## src/rtl/bp_resolve.sv

```systemverilog
// bp_resolve: EX-stage branch resolution unit.
//
// Compares the predicted outcome of the two EX slots with the actual outcome.
// It is the producer side of the branch_predict update interface: it drives
// the registered update record and the table-init pulse.
// On a mispredict it requests an IF redirect and holds that request until IF
// accepts it. It also keeps saturating counters of resolved branches and of
// mispredicts.
//
// Ports
//   clk_i, rst_ni     clock, asynchronous active-low reset
//   bp_flush_req_i    re-initialise the predictor tables (1-cycle pulse)
//   tbl_rst_val_i     target value written into the tables on init
//   ex_valid_i        EX slot valid (slot0 is older)
//   ex_instr0_i/1_i   EX slot instruction + prediction
//   ex_taken_i        actual taken per slot
//   ex_target0_i/1_i  actual taken target per slot
//   redir_ack_i       IF accepted the redirect
//   ex_bp_init_o      table init pulse
//   tbl_rst_val_o     init value, valid with ex_bp_init_o
//   ex_bp_info_o      registered predictor update record
//   redir_valid_o     mispredict redirect request
//   redir_pc_o        correct next PC for the redirect
//   ex_kill_o         per-slot kill of younger work (combinational)
//   cnt_branch_o      resolved branch + jal count (saturating)
//   cnt_mispred_o     mispredict count (saturating)

package bp_resolve_pkg;

  typedef struct packed {
    logic [31:0] pc;
    logic        is_comp;
    logic        is_branch;
    logic        is_jal;
    logic        ptaken;
    logic [31:0] ptarget;
  } ir_reg_t;

  typedef struct packed {
    logic [1:0]  is_branch;
    logic [1:0]  is_jal;
    logic [1:0]  taken;
    logic [31:0] pc0;
    logic [31:0] pc1;
    logic [31:0] target0;
    logic [31:0] target1;
  } ex_bp_info_t;

endpackage

module bp_resolve
  import bp_resolve_pkg::*;
#(
  parameter int unsigned CntW        = 32,
  parameter bit          InitOnReset = 1'b1
) (
  input  logic            clk_i,
  input  logic            rst_ni,
  input  logic            bp_flush_req_i,
  input  logic [31:0]     tbl_rst_val_i,
  input  logic [1:0]      ex_valid_i,
  input  ir_reg_t         ex_instr0_i,
  input  ir_reg_t         ex_instr1_i,
  input  logic [1:0]      ex_taken_i,
  input  logic [31:0]     ex_target0_i,
  input  logic [31:0]     ex_target1_i,
  input  logic            redir_ack_i,
  output logic            ex_bp_init_o,
  output logic [31:0]     tbl_rst_val_o,
  output ex_bp_info_t     ex_bp_info_o,
  output logic            redir_valid_o,
  output logic [31:0]     redir_pc_o,
  output logic [1:0]      ex_kill_o,
  output logic [CntW-1:0] cnt_branch_o,
  output logic [CntW-1:0] cnt_mispred_o
);

  typedef enum logic [1:0] {
    S_INIT  = 2'd0,
    S_RUN   = 2'd1,
    S_REDIR = 2'd2
  } state_e;

  state_e state_q, state_d;

  logic        init_q;
  logic [31:0] tbl_rst_val_q;
  logic [31:0] redir_pc_q;
  ex_bp_info_t info_q;
  logic [CntW-1:0] cnt_branch_q, cnt_mispred_q;

  logic            resolve;
  logic            mis0, mis1, any_mis;
  logic [1:0]      live;
  logic [1:0]      upd_br, upd_jal, upd_any;
  logic [1:0]      br_inc;
  logic [31:0]     npc0, npc1, redir_pc_d;
  logic [CntW:0]   br_sum, mp_sum;
  logic [CntW-1:0] cnt_branch_d, cnt_mispred_d;

  // A jal is checked as a jal even if the decoder also flags it a branch.
  function automatic logic slot_mispred(input ir_reg_t ins, input logic taken,
                                        input logic [31:0] target);
    logic m;
    if (ins.is_jal)
      m = !ins.ptaken || (ins.ptarget != target);
    else if (ins.is_branch)
      m = (taken != ins.ptaken) || (taken && ins.ptaken && (ins.ptarget != target));
    else
      m = ins.ptaken;
    return m;
  endfunction

  function automatic logic [31:0] correct_pc(input ir_reg_t ins, input logic taken,
                                             input logic [31:0] target);
    logic [31:0] p;
    if (taken)
      p = target;
    else
      p = ins.pc + (ins.is_comp ? 32'd2 : 32'd4);
    return p;
  endfunction

  // Resolution, kill and next-state logic. A flush pre-empts everything,
  // including resolution in the same cycle.
  always_comb begin
    state_d    = state_q;
    resolve    = (state_q == S_RUN) && !bp_flush_req_i;

    mis0       = resolve && ex_valid_i[0] && slot_mispred(ex_instr0_i, ex_taken_i[0], ex_target0_i);
    mis1       = resolve && ex_valid_i[1] && !mis0 &&
                 slot_mispred(ex_instr1_i, ex_taken_i[1], ex_target1_i);
    any_mis    = mis0 || mis1;

    ex_kill_o  = mis0 ? 2'b11 : (mis1 ? 2'b10 : 2'b00);

    // Slot1 is dropped only when the older slot0 mispredicted.
    live       = {ex_valid_i[1] && !mis0, ex_valid_i[0]} & {2{resolve}};
    upd_br     = live & {ex_instr1_i.is_branch, ex_instr0_i.is_branch};
    upd_jal    = live & {ex_instr1_i.is_jal, ex_instr0_i.is_jal};
    upd_any    = upd_br | upd_jal;
    br_inc     = {1'b0, upd_any[0]} + {1'b0, upd_any[1]};

    npc0       = correct_pc(ex_instr0_i, ex_taken_i[0], ex_target0_i);
    npc1       = correct_pc(ex_instr1_i, ex_taken_i[1], ex_target1_i);
    redir_pc_d = mis0 ? npc0 : npc1;

    br_sum        = {1'b0, cnt_branch_q} + {{(CntW-1){1'b0}}, br_inc};
    mp_sum        = {1'b0, cnt_mispred_q} + {{CntW{1'b0}}, any_mis};
    cnt_branch_d  = br_sum[CntW] ? {CntW{1'b1}} : br_sum[CntW-1:0];
    cnt_mispred_d = mp_sum[CntW] ? {CntW{1'b1}} : mp_sum[CntW-1:0];

    unique case (state_q)
      S_INIT:  state_d = S_RUN;
      S_RUN:   if (any_mis) state_d = S_REDIR;
      S_REDIR: if (redir_ack_i) state_d = S_RUN;
      default: state_d = S_RUN;
    endcase

    if (bp_flush_req_i) state_d = S_INIT;
  end

  // State, init pulse, redirect PC, update record and counters.
  always_ff @(posedge clk_i or negedge rst_ni) begin
    if (!rst_ni) begin
      if (InitOnReset) state_q <= S_INIT;
      else             state_q <= S_RUN;
      init_q        <= 1'b0;
      tbl_rst_val_q <= '0;
      redir_pc_q    <= '0;
      info_q        <= '0;
      cnt_branch_q  <= '0;
      cnt_mispred_q <= '0;
    end else begin
      state_q <= state_d;

      // A flush arriving while already in S_INIT defers the pulse, so each
      // init sequence produces exactly one pulse.
      init_q <= (state_q == S_INIT) && !bp_flush_req_i;
      if (state_q == S_INIT) tbl_rst_val_q <= tbl_rst_val_i;

      if (any_mis) redir_pc_q <= redir_pc_d;

      if (resolve) begin
        info_q.is_branch <= upd_br;
        info_q.is_jal    <= upd_jal;
        info_q.taken     <= ex_taken_i;
        info_q.pc0       <= ex_instr0_i.pc;
        info_q.pc1       <= ex_instr1_i.pc;
        info_q.target0   <= ex_target0_i;
        info_q.target1   <= ex_target1_i;
        cnt_branch_q     <= cnt_branch_d;
        cnt_mispred_q    <= cnt_mispred_d;
      end else begin
        info_q.is_branch <= 2'b00;
        info_q.is_jal    <= 2'b00;
      end
    end
  end

  assign ex_bp_init_o  = init_q;
  assign tbl_rst_val_o = tbl_rst_val_q;
  assign ex_bp_info_o  = info_q;
  assign redir_valid_o = (state_q == S_REDIR);
  assign redir_pc_o    = redir_pc_q;
  assign cnt_branch_o  = cnt_branch_q;
  assign cnt_mispred_o = cnt_mispred_q;

endmodule
```

## config.mk

```make
export PLATFORM = sky130hd
export DESIGN_NAME = bp_resolve
export DESIGN_NICKNAME = d
export VERILOG_FILES = /design/src/rtl/bp_resolve.sv
export SDC_FILE = /design/constraint.sdc
export NUM_CORES = 1
export LEC_CHECK = 0
export ABC_AREA = 1
export CORE_AREA = 2 2 199 201
export CTS_CLUSTER_DIAMETER = 40
export CTS_CLUSTER_SIZE = 8
export DETAILED_ROUTE_END_ITERATION = 6
export DIE_AREA = 0 0 201 203
export PLACE_DENSITY_LB_ADDON = 0.12
export SLEW_MARGIN = 0
export SYNTH_ARGS = -nofsm -noshare
export SYNTH_HDL_FRONTEND = slang
export SYNTH_SLANG_ARGS = --single-unit
```

## constraint.sdc

```tcl
create_clock -name clk_i -period 3.61 [get_ports clk_i]
set_input_delay 0.361 -clock clk_i [delete_from_list [all_inputs] [get_ports clk_i]]
set_output_delay 0.361 -clock clk_i [all_outputs]
set_load 0.01 [all_outputs]
```

==> run_results.csv <==
group,metric,value,unit
detailed_routing,antenna_left,0,
detailed_routing,drc,0,
worst_hold_path,min_path_type,"primary input to register",
layout,finalNonFillerCells,3153,
synth,yosysMostFrequentCell,"nand2_1",
detailed_routing,viasPerCell,4.936,
detailed_routing,wirelength,62190,µm
clock_network,cts_buffer_depth,3,
clock_network,clock_latency,0.58,ns
detailed_routing,via_count,15563,
critical_path,cp-endpoint,"cnt_branch_o[30]",
synth,avgSynthCellArea,7.443,µm²
power,cellLeakagePower,11.23,nW
die,ios,506,
clock_network,cts_made_buffers,47,
synth,post_synth_instance_area,14750,µm²
synth,synth_top_cell_by_area,"dfrtp_1",
synth,synth.area.top_cells,"dfrtp_1 (45%), nand2_1 (19%), o21ai_0 (5.6%)",
sta,worst_slew_pin_slew,0.9408,ns
clock_network,cts_root_buf,"clkbuf_16",
synth,synth.top_cells.by_count,"nand2_1 (742), dfrtp_1 (265), inv_1 (189)",
synth,yosys_warnings,0,
die,initial_core_util,0.3835,
critical_path,critPathRequiredTime,4.06,ns
die,fp.dieArea,40800,µm²
sta,timing.fmax,294.0,MHz
clock_network,tritoncts,"built",
clock_network,clk_pin_slew,0.05,ns
synth,synth_top_area_frac,0.4495,
sta,period_needed,3.402,ns
die,die_w,201,µm
critical_path,crit_family,"simple AND/OR/NAND/NOR gates",
synth,async_flop_share,1.000,
die,dieHeight,203,µm
global_route,grt_use_total,0.2989,
place,post_dp_cell_area,21190,µm²
critical_path,r2r-end,"cnt_mispred_o[18]",
die,core,38470,µm²
place,dp.cells,3067,
critical_path,path_buf_inv,5,
run,max_cap_viol_count,0,
sta,fin_crit_sh,0.9423,
critical_path,critPathArrivalTime,3.85,ns
power,total_power,14.32,mW
synth,synth_fp_nets,2234,
critical_path,crit_path_frequent_cell,"nand2_1",
detailed_routing,first_iter_violations,1049,
synth,ys_seq_area_frac,0.4495,
critical_path,path_class,"primary input to register",
layout,final_area,22950,µm²
synth,synth_edf_count,0,
sta,slew_headroom,0.3728,
global_route,grt-ovfl-total,0,
sta,finalSetupViolCount,0,
layout,final_nets,2859,
synth,synth-seq-cells,265,
place,dp_hpwl,49740,µm
critical_path,ff2ff_path_depth,24,
synth,synthFlopType,"dfrtp_1",
critical_path,crit_path_max_fanout,4,
layout,fill_cells,3538,
synth,synthCells,1982,
critical_path,cp_slowest_stage_delay,0.42,ns
sta,hold_viol,0,
status,status,"completed",
synth,synth_cell_type_count,44,
place,routabilityCongestion,0.9668,
layout,fin_util,0.5966,
detailed_routing,dr.pass1.iters,6,
critical_path,r2r-start,"state_q[1]",
global_route,antenna_found_initial,2,
sta,report.final.slew_viol_count,0,
critical_path,rrSetupSlack,0.38,ns
power,power.density,623.8,nW/µm²
layout,area_delta_synth_final,55.57,%
die,std_cell_rows,72,
power,vdd_drop_max,0.0003960,V
global_route,grt_pass1_wl,93230,µm
critical_path,worst-path-stages,32,
global_route,grt_max_degree,106,
layout,drive_above_1_share,0.1219,
sta,skew,0.03262,ns
clock_network,cts.sinks,265,
critical_path,critPathSlowestCell,"clkdlybuf4s50_1",
global_route,grt_pass1_vias,15388,
clock_network,cts_max_level,2,
place,port_buffers,505,
detailed_routing,wl_per_cell,19.72,µm
critical_path,worstSetupEndpointType,"register",
critical_path,startpoint,"ex_target0_i[28]",
critical_path,cp-start-kind,"primary input",
-- through the flow --
| step | hold slack (ns) | setup TNS, ns | setup WS [ns] |
|---|---|---|---|
| after floorplan | 0.06541 | 0 | 0.2194 |
| after global placement | 0.4616 | -39.32 | -0.9176 |
| after detailed placement | 0.4638 | -42.75 | -0.9817 |
| after CTS | 0.2671 | 0 | 0.0003095 |
| after global routing | 0.1484 | -0.1196 | -0.03687 |
| final | 0.1300 | 0 | 0.2081 |
-- metal layers --
layer  track usage  vias up  wire [µm]
li1              -     7535          -
met1        0.3694     7392      25770
met2        0.5178      541      30630
met3       0.06501       93       3843
met4        0.1005        2       1929
met5             0        -         11
-- report_power, final --
part,internal [mW],switching [mW],total (mW)
Sequential,4.09,0.684,4.77
Clock,2.52,1.51,4.02
Combinational,2.88,2.64,5.52
Total,9.49,4.83,14.3
-- area by class of cell --
class | instances | area (µm²) | share of cell area
Sequential cell | 265 | 6631 | 0.2889
Clock inverter | 16 | 108.9 | 0.004743
Antenna cell | 1 | 2.502 | 0.0001090
Clock buffer | 60 | 1306 | 0.05692
Inverter | 195 | 735.7 | 0.03206
Timing Repair Buffer | 641 | 6182 | 0.2694
Tap cell | 518 | 648.1 | 0.02824
Multi-Input combinational cell | 1457 | 7336 | 0.3196
-- logic make-up (layout without fill, tap and decap cells) --
kind of cell    Yosys count  count (layout)  share of synthesized area
compound gates          209             209                    0.07370
xor+xnor                100             100                    0.05937
fa+ha+maj                12              12                    0.01170
buf+inv                 260             912                    0.06802
flops                   265             265                     0.4495
mux                      32              32                    0.02443
other cells               0               1                          0
simple gates           1104            1104                     0.3133
-- state kept, by name, indices dropped and copies added, names as in the netlist --
register / flops
tbl_rst_val_o: 32
ex_bp_info_o: 134
cnt_mispred_o: 32
ex_bp_init_o: 1
cnt_branch_o: 32
state_q: 2
redir_pc_o: 32
-- cell usage in the layout, fill, tap and decap left out, types with 5 or more instances in the layout --
cell             instances
mux2_2                  32
clkinv_2                10
nand4_1                 24
ha_1                     8
buf_4                  131
nand2_1                734
a31oi_1                  8
nand2_4                  5
a21oi_1                 23
nor3_1                  42
xnor2_1                 53
clkbuf_8                 6
clkbuf_1                 6
dlymetal6s2s_1          25
or2_2                   17
nor2_4                  14
nor2_2                   8
inv_1                  186
nand2_2                  9
xor2_1                  43
nor2_1                 108
inv_2                    7
nand3_2                  6
nand3_1                116
clkbuf_16               48
clkdlybuf4s50_1        475
dfrtp_1                265
o21ai_0                162
nor4_1                   5
-- worst min-delay path by stage --
stage                                 from          endpoint  depth (start not counted)  slack, ns
after floorplan                     rst_ni   cnt_branch_o[0]                          0       0.07
after detailed placement    redir_pc_o[22]    redir_pc_o[22]                          2       0.46
after global placement    ex_bp_info_o[15]  ex_bp_info_o[15]                          2       0.46
after CTS                 ex_target0_i[17]  ex_bp_info_o[49]                          3       0.27
after global routing       ex_target0_i[0]  ex_bp_info_o[32]                          3       0.15
final                     ex_target0_i[30]  ex_bp_info_o[62]                          3       0.13
-- worst reg2reg max path, stage by stage, from the launching register on --
cell      delay, ns
dfrtp_1        0.43
nor2_4         0.21
nand2_8        0.06
clkinv_2       0.07
nand2_1        0.08
inv_1          0.07
o21ai_1        0.06
inv_1          0.09
nand2_2        0.08
buf_4          0.14
nand2_1        0.10
ha_1           0.19
ha_1           0.18
nand2_1        0.06
nor2_1         0.16
nand2_2        0.12
nor3_4         0.15
nand2_2        0.13
nor2_4         0.13
nand2_2        0.09
nor2_4         0.10
inv_2          0.06
nor2_4         0.11
inv_2          0.16
nand3_1        0.14
-- repair_timing --
item / in CTS / in global routing
hold buffers: 1 / 0
cloned: 0 / 0
pin swaps: 15 / 24
setup buffers: 3 / 5
hold endpoints to repair: 99 / 0
endpoints found under the setup margin: 35 / 50
resized for setup: 28 / 57
Power figures use the tool's default switching activity.
